<file path="config.mk">
export PLATFORM = sky130hd
export DESIGN_NAME = mem_access_ctrl_flat
export DESIGN_NICKNAME = d
export VERILOG_FILES = /design/src/rtl/mem_access_ctrl_pkg.sv /design/src/rtl/mem_access_ctrl_if.sv /design/src/rtl/mem_access_ctrl_load_data_ext.sv /design/src/rtl/mem_access_ctrl.sv /design/src/flat_wrapper.sv
export SDC_FILE = /design/constraint.sdc
export NUM_CORES = 1
export LEC_CHECK = 0
export BUFFER_PORTS_ARGS = -buffer_cell sky130_fd_sc_hd__clkbuf_2
export CORE_ASPECT_RATIO = 0.6
export CORE_MARGIN = 2
export CORE_UTILIZATION = 40
export CTS_CLUSTER_DIAMETER = 150
export DETAILED_ROUTE_END_ITERATION = 16
export PLACE_DENSITY = 0.66
export SYNTH_ARGS = -nofsm -noshare
export SYNTH_HDL_FRONTEND = slang
export SYNTH_HIERARCHICAL = 1
export SYNTH_SLANG_ARGS = --single-unit
</file>
<file path="constraint.sdc">
create_clock -name clk -period 4.7 [get_ports clk]
set_input_delay 0.235 -clock clk [delete_from_list [all_inputs] [get_ports clk]]
set_output_delay 0.235 -clock clk [all_outputs]
set_load 0.05 [all_outputs]
</file>
<file path="src/rtl/mem_access_ctrl_pkg.sv">
// Shared types for the MEM-stage access controller: bus widths, access
// opcodes, controller states and the alignment rule.
package mem_access_ctrl_pkg;

  typedef logic [63:0] addr_t;
  typedef logic [63:0] data_t;
  typedef logic [7:0]  mask_t;

  typedef enum logic [2:0] {
    MEM_NO,
    MEM_B,
    MEM_H,
    MEM_W,
    MEM_D,
    MEM_BU,
    MEM_HU,
    MEM_WU
  } mem_op_enum;

  typedef enum logic [1:0] {
    IDLE,
    ACCESS,
    DONE
  } state_e;

  localparam int CNT_W = 16;

  // An access is misaligned when any address bit below its natural size is set.
  function automatic logic is_misaligned(input mem_op_enum op, input logic [2:0] off);
    logic mis;
    mis = 1'b0;
    case (op)
      MEM_H, MEM_HU: mis = off[0];
      MEM_W, MEM_WU: mis = |off[1:0];
      MEM_D:         mis = |off;
      default:       mis = 1'b0;
    endcase
    return mis;
  endfunction

endpackage

</file>
<file path="src/rtl/mem_access_ctrl_if.sv">
// Data-memory handshake bundle between the access controller and memory.
interface mem_access_ctrl_if;
  import mem_access_ctrl_pkg::*;

  logic  dmem_req;
  logic  dmem_we;
  addr_t dmem_addr;
  data_t dmem_wdata;
  mask_t dmem_wmask;
  logic  dmem_ack;
  data_t dmem_rdata;

  modport master (
    output dmem_req, dmem_we, dmem_addr, dmem_wdata, dmem_wmask,
    input  dmem_ack, dmem_rdata
  );

  modport slave (
    input  dmem_req, dmem_we, dmem_addr, dmem_wdata, dmem_wmask,
    output dmem_ack, dmem_rdata
  );

endinterface

</file>
<file path="src/rtl/mem_access_ctrl_load_data_ext.sv">
// Aligns a captured 64-bit memory word to the addressed byte and extends
// the selected field to 64 bits according to the load opcode.
module load_data_ext
  import mem_access_ctrl_pkg::*;
(
  input  data_t      raw,
  input  logic [2:0] byte_off,
  input  mem_op_enum op,
  output data_t      ext
);

  data_t shifted;

  // Shift the addressed byte down to bit 0, then truncate and extend.
  always_comb begin
    shifted = raw >> {byte_off, 3'b000};
    ext     = shifted;
    case (op)
      MEM_B:   ext = {{56{shifted[7]}},  shifted[7:0]};
      MEM_BU:  ext = {56'b0,             shifted[7:0]};
      MEM_H:   ext = {{48{shifted[15]}}, shifted[15:0]};
      MEM_HU:  ext = {48'b0,             shifted[15:0]};
      MEM_W:   ext = {{32{shifted[31]}}, shifted[31:0]};
      MEM_WU:  ext = {32'b0,             shifted[31:0]};
      default: ext = shifted;
    endcase
  end

endmodule

</file>
<file path="src/rtl/mem_access_ctrl.sv">
// MEM-stage access controller: checks alignment, drives one data-memory
// transaction per request with a bounded wait for ack, and returns the
// extended load result with a single-cycle done pulse.
module mem_access_ctrl
  import mem_access_ctrl_pkg::*;
#(
  parameter int unsigned TIMEOUT = 255
) (
  input  logic       clk,
  input  logic       rstn,
  input  logic       req_valid,
  input  logic       req_we,
  input  mem_op_enum mem_op,
  input  addr_t      req_addr,
  input  data_t      req_wdata,
  input  mask_t      req_wmask,
  output logic       stall,
  output logic       done,
  output logic       err,
  output data_t      rdata_ext,
  mem_access_ctrl_if.master dmem
);

  localparam logic [CNT_W-1:0] CNT_LAST = CNT_W'(TIMEOUT - 1);

  state_e           state_q, state_d;
  logic [CNT_W-1:0] cnt_q, cnt_d;
  logic             err_q, err_d;
  logic             we_q, we_d;
  mem_op_enum       op_q, op_d;
  addr_t            addr_q, addr_d;
  data_t            wdata_q, wdata_d;
  mask_t            wmask_q, wmask_d;
  data_t            rdata_q, rdata_d;

  data_t            ld_ext;
  logic             in_access;
  logic             in_done;

  load_data_ext u_load_data_ext (
    .raw      (rdata_q),
    .byte_off (addr_q[2:0]),
    .op       (op_q),
    .ext      (ld_ext)
  );

  // Next-state logic: accept/reject in IDLE, wait for ack or timeout in ACCESS.
  always_comb begin
    state_d = state_q;
    cnt_d   = cnt_q;
    err_d   = err_q;
    we_d    = we_q;
    op_d    = op_q;
    addr_d  = addr_q;
    wdata_d = wdata_q;
    wmask_d = wmask_q;
    rdata_d = rdata_q;
    case (state_q)
      IDLE: begin
        if (req_valid && (mem_op != MEM_NO)) begin
          if (is_misaligned(mem_op, req_addr[2:0])) begin
            err_d   = 1'b1;
            state_d = DONE;
          end else begin
            we_d    = req_we;
            op_d    = mem_op;
            addr_d  = req_addr;
            wdata_d = req_wdata;
            wmask_d = req_wmask;
            err_d   = 1'b0;
            cnt_d   = '0;
            state_d = ACCESS;
          end
        end
      end
      ACCESS: begin
        // Ack takes priority over a timeout landing in the same cycle.
        if (dmem.dmem_ack) begin
          rdata_d = dmem.dmem_rdata;
          err_d   = 1'b0;
          state_d = DONE;
        end else if (cnt_q == CNT_LAST) begin
          err_d   = 1'b1;
          state_d = DONE;
        end else begin
          cnt_d = cnt_q + CNT_W'(1);
        end
      end
      DONE:    state_d = IDLE;
      default: state_d = IDLE;
    endcase
  end

  // Control state register with synchronous active-low reset.
  always_ff @(posedge clk) begin
    if (!rstn) begin
      state_q <= IDLE;
      cnt_q   <= '0;
      err_q   <= 1'b0;
    end else begin
      state_q <= state_d;
      cnt_q   <= cnt_d;
      err_q   <= err_d;
    end
  end

  // Latched request and captured read data; only observed through gated outputs.
  always_ff @(posedge clk) begin
    we_q    <= we_d;
    op_q    <= op_d;
    addr_q  <= addr_d;
    wdata_q <= wdata_d;
    wmask_q <= wmask_d;
    rdata_q <= rdata_d;
  end

  // Outputs are forced to zero outside their valid state and while reset is held.
  always_comb begin
    in_access        = rstn && (state_q == ACCESS);
    in_done          = rstn && (state_q == DONE);
    dmem.dmem_req    = in_access;
    dmem.dmem_we     = in_access ? we_q : 1'b0;
    dmem.dmem_addr   = in_access ? addr_q : '0;
    dmem.dmem_wdata  = in_access ? (wdata_q << {addr_q[2:0], 3'b000}) : '0;
    dmem.dmem_wmask  = in_access ? wmask_q : '0;
    done             = in_done;
    err              = in_done && err_q;
    rdata_ext        = (in_done && !err_q && !we_q) ? ld_ext : '0;
    stall            = req_valid && !in_done;
  end

endmodule

</file>
<file path="src/flat_wrapper.sv">
// flat-port wrapper written by rule: the top's interface ports become plain ports
module mem_access_ctrl_flat import mem_access_ctrl_pkg::*;
#(
  parameter int unsigned TIMEOUT = 255
)
  (clk, rstn, req_valid, req_we, mem_op, req_addr, req_wdata, req_wmask, stall, done, err, rdata_ext, dmem_dmem_req, dmem_dmem_we, dmem_dmem_addr, dmem_dmem_wdata, dmem_dmem_wmask, dmem_dmem_ack, dmem_dmem_rdata);
  mem_access_ctrl_if dmem_i ();
  input  logic clk;
  input  logic rstn;
  input  logic req_valid;
  input  logic req_we;
  input  mem_op_enum mem_op;
  input  addr_t req_addr;
  input  data_t req_wdata;
  input  mask_t req_wmask;
  output logic stall;
  output logic done;
  output logic err;
  output data_t rdata_ext;
  output wire logic [$bits(dmem_i.dmem_req)-1:0] dmem_dmem_req;
  output wire logic [$bits(dmem_i.dmem_we)-1:0] dmem_dmem_we;
  output wire logic [$bits(dmem_i.dmem_addr)-1:0] dmem_dmem_addr;
  output wire logic [$bits(dmem_i.dmem_wdata)-1:0] dmem_dmem_wdata;
  output wire logic [$bits(dmem_i.dmem_wmask)-1:0] dmem_dmem_wmask;
  input wire logic [$bits(dmem_i.dmem_ack)-1:0] dmem_dmem_ack;
  input wire logic [$bits(dmem_i.dmem_rdata)-1:0] dmem_dmem_rdata;
  assign dmem_dmem_req = dmem_i.dmem_req;
  assign dmem_dmem_we = dmem_i.dmem_we;
  assign dmem_dmem_addr = dmem_i.dmem_addr;
  assign dmem_dmem_wdata = dmem_i.dmem_wdata;
  assign dmem_dmem_wmask = dmem_i.dmem_wmask;
  assign dmem_i.dmem_ack = dmem_dmem_ack;
  assign dmem_i.dmem_rdata = dmem_dmem_rdata;
  mem_access_ctrl #(.TIMEOUT(TIMEOUT)) u_core (.clk(clk), .rstn(rstn), .req_valid(req_valid), .req_we(req_we), .mem_op(mem_op), .req_addr(req_addr), .req_wdata(req_wdata), .req_wmask(req_wmask), .stall(stall), .done(done), .err(err), .rdata_ext(rdata_ext), .dmem(dmem_i));
endmodule
</file>
==> impl_metrics.py <==
metrics = {
    "synthesis": {
        "synth_top_area_share_pct": 49.7,
        "synth-warning-count": 6,
        "synth_cells": 1064,
        "async_flop_share_pct": 0,
        "synth_enable_flop_cells": 204,
        "synth_largest_area_cell": "edfxtp_1",
        "synth.distinct_cells": 55,
        "synth-main-ff-cell": "edfxtp_1",
        "yosys-top-cells-area": "edfxtp_1 (50%), mux2i_1 (8.3%), mux4_2 (5.3%), and3_1 (4.3%), and2_1 (3.8%)",
        "avgSynthCellArea_um2": 11.6,
        "synth-seq-cells": 223,
        "syn_nets": 1274,
        "ys_seq_area_share_pct": 52.8,
        "syn-cell-area_mm2": 0.0123,
    },
    "route": {
        "first_pass_iters": 5,
        "wl_per_cell_um": 19.8,
        "viasPerCell": 5.31,
        "drt-initial-drc-count": 997,
        "ant_nets": 0,
        "routed_wl_um": 40800,
        "vias": 10900,
        "drc": 0,
    },
    "place": {
        "numPlacedInstances": 1808,
        "gp_congestion": 0.929,
        "dpl.hpwl_um": 27800,
        "portBuffers": 412,
        "dpl_worst_slack_ns": 1.22,
        "dpl_cell_area_mm2": 0.0147,
    },
    "finish": {
        "synthToLayoutAreaGrowth_pct": 41.9,
        "stdcell_count": 2060,
        "fin_area_mm2": 0.0175,
        "drive_gt1_share_pct": 32.9,
        "final_util_pct": 58.0,
        "final_cell_mix": "clkbuf_2 (408), dlygate4sd3_1 (204), edfxtp_1 (204), mux2i_1 (102), and3_1 (84)",
        "layout_commonest_cell": "clkbuf_2",
        "nNetsFinal": 1840,
    },
    "sta": {
        "max_freq_ghz": 0.244,
        "setup_ws_ns": 0.603,
        "maxSlewHeadroom_pct": 15.8,
        "finalSetupViolations": 0,
        "rsz0062_at_grt": "false",
        "worst_pin_slew_ns": 1.26,
        "finalHoldViolations": 0,
        "hold_ws_ns": 0.157,
        "drv_slew": 0,
        "skew_ns": 0.0236,
        "period_share_pct": 87.2,
        "setup_tns_ns": 0,
        "period_minus_slack_ns": 4.10,
    },
    "global_routing": {
        "grt_pass1_vias": 10900,
        "grt_max_degree": 87,
        "grt_pass1_wl_um": 62300,
        "antenna_found_initial": 4,
        "grt-ovfl-total": 0,
        "grt.total_usage_pct": 24.5,
    },
    "setup_path": {
        "path_class": "reg2out",
        "max_stage_delay_ns": 0.85,
        "cp_top_family": "simple AND/OR/NAND/NOR gates",
        "path_buf_inv": 2,
        "worstSetupStartpointType": "flop",
        "cp_data_required_time_ns": 4.47,
        "worstPathMaxFanout": 40,
        "worstPathCellList": "buf_4 > nor4_2 > nor2b_1 > nand2_1 > nand4_1 > and2_1 > clkbuf_2",
        "end_kind": "primary output",
        "slowest_stage": "nor4_2",
        "arrival_ns": 3.86,
    },
    "pwr": {
        "report.power.total_mw": 5.08,
        "ir_drop_uv": 283,
        "pwr_density_cell_mw_per_mm2": 291,
        "p_leak_nw": 7.66,
    },
    "clocking": {
        "clockRootBuffer": "clkbuf_16",
        "clkSinkCount": 223,
        "cts_tree": "done",
        "clock_latency_ns": 0.54,
        "cts_post_setup_buffers_inserted": 0,
        "cts_buffers": 24,
        "clock_path_buffers": 3,
        "cts_hold_buf": 204,
        "path_clk_slew_ns": 0.05,
        "ctsResizeCount": 0,
        "htree_levels": 1,
    },
    "floorplan": {
        "die_height_um": 140,
        "chipWidth_um": 231,
        "core_area_mm2": 0.0301,
        "rows": 49,
        "initial_core_util_pct": 40.9,
        "die_area_mm2": 0.0323,
        "io_pins": 413,
    },
    "flow_run": {
        "cap_violations": 0,
    },
    "status": {
        "status": "completed",
    },
    "min_path": {
        "hold_path.class": "in2reg",
    },
}
sequential cells by signal, indices dropped and copies added (netlist names):
signal,cells
u_core/wmask_q,8
u_core/we_q,1
u_core/cnt_q,16
u_core/state_q,2
u_core/addr_q,64
u_core/op_q,3
u_core/rdata_q,64
u_core/err_q,1
u_core/wdata_q,64
path summary, 6_finish.rpt:
| kind | start | to | slack, ns | cells past startpoint |
|---|---|---|---|---|
| max | u_core/addr_q[1]$_DFFE_PP_ | rdata_ext[61] | 0.60 | 7 |
| min | dmem_dmem_ack | u_core/cnt_q[12]$_SDFFE_PN0P_ | 0.16 | 4 |
| max reg2reg | u_core/state_q[0]$_SDFFE_PN0P_ | u_core/rdata_q[6]$_DFFE_PP_ | 2.00 | 4 |
| min reg2reg | u_core/cnt_q[10]$_SDFFE_PN0P_ | u_core/cnt_q[10]$_SDFFE_PN0P_ | 0.50 | 1 |
worst min-delay path: cells and delay by family:
| family | cells | cell delay [ns] |
|---|---|---|
| muxes | 1 | 0.06 |
| and+or+nand+nor | 2 | 0.21 |
| buffers and inverters | 1 | 0.12 |
report_power, final:
group,switching (mW),internal (mW)
Clock,0.820,1.00
Sequential,0.0592,2.29
Combinational,0.509,0.394
Total,1.39,3.69
cells by family after synthesis:
logic type | synth area share (%)
and+or+nand+nor | 20.1
DFF | 52.8
muxes | 16.6
AOI/OAI and AO/OA | 6.09
buffers and inverters | 4.06
adders and majority gates | 0.203
xor gates and xnor gates | 0.0711
Yosys cell counts (all sizes together) (3+ instances only):
master and n:
o31ai 4, mux4 29, o21ai 65, buf 50
mux2i 102, nand2 77, and3 85, nand4 36
nand3 43, nand2b 11, nor3 7, edfxtp 204
nor2b 24, and4 3, dfxtp 19, inv 9
a21oi 20, o2bb2ai 8, a31o 3, and2 76
nor2 53, or3 6, o22a 8, mux2 33
clkbuf 47, nor3b 18
metal layers:
metal  share of wire [%]  GRT usage [%]  routed length [um]
met1                  43           34.1               17700
met4                 2.9           7.44                1200
met2                  46           38.0               18700
met3                 8.0           5.88                3270
met5                   0              0                   0
final cells by class:
| cell class | instances | area (um2) |
|---|---|---|
| clock buffers | 31 | 627 |
| repair buffers | 637 | 4350 |
| fillers | 2433 | 12600 |
| well taps | 408 | 510 |
| diodes | 5 | 12.5 |
| flip-flops and latches | 223 | 6510 |
| inverters | 9 | 38.8 |
| clock inverters | 12 | 100 |
| multi-input cells | 735 | 5330 |
No activity file was read; power rests on OpenSTA's default activity.
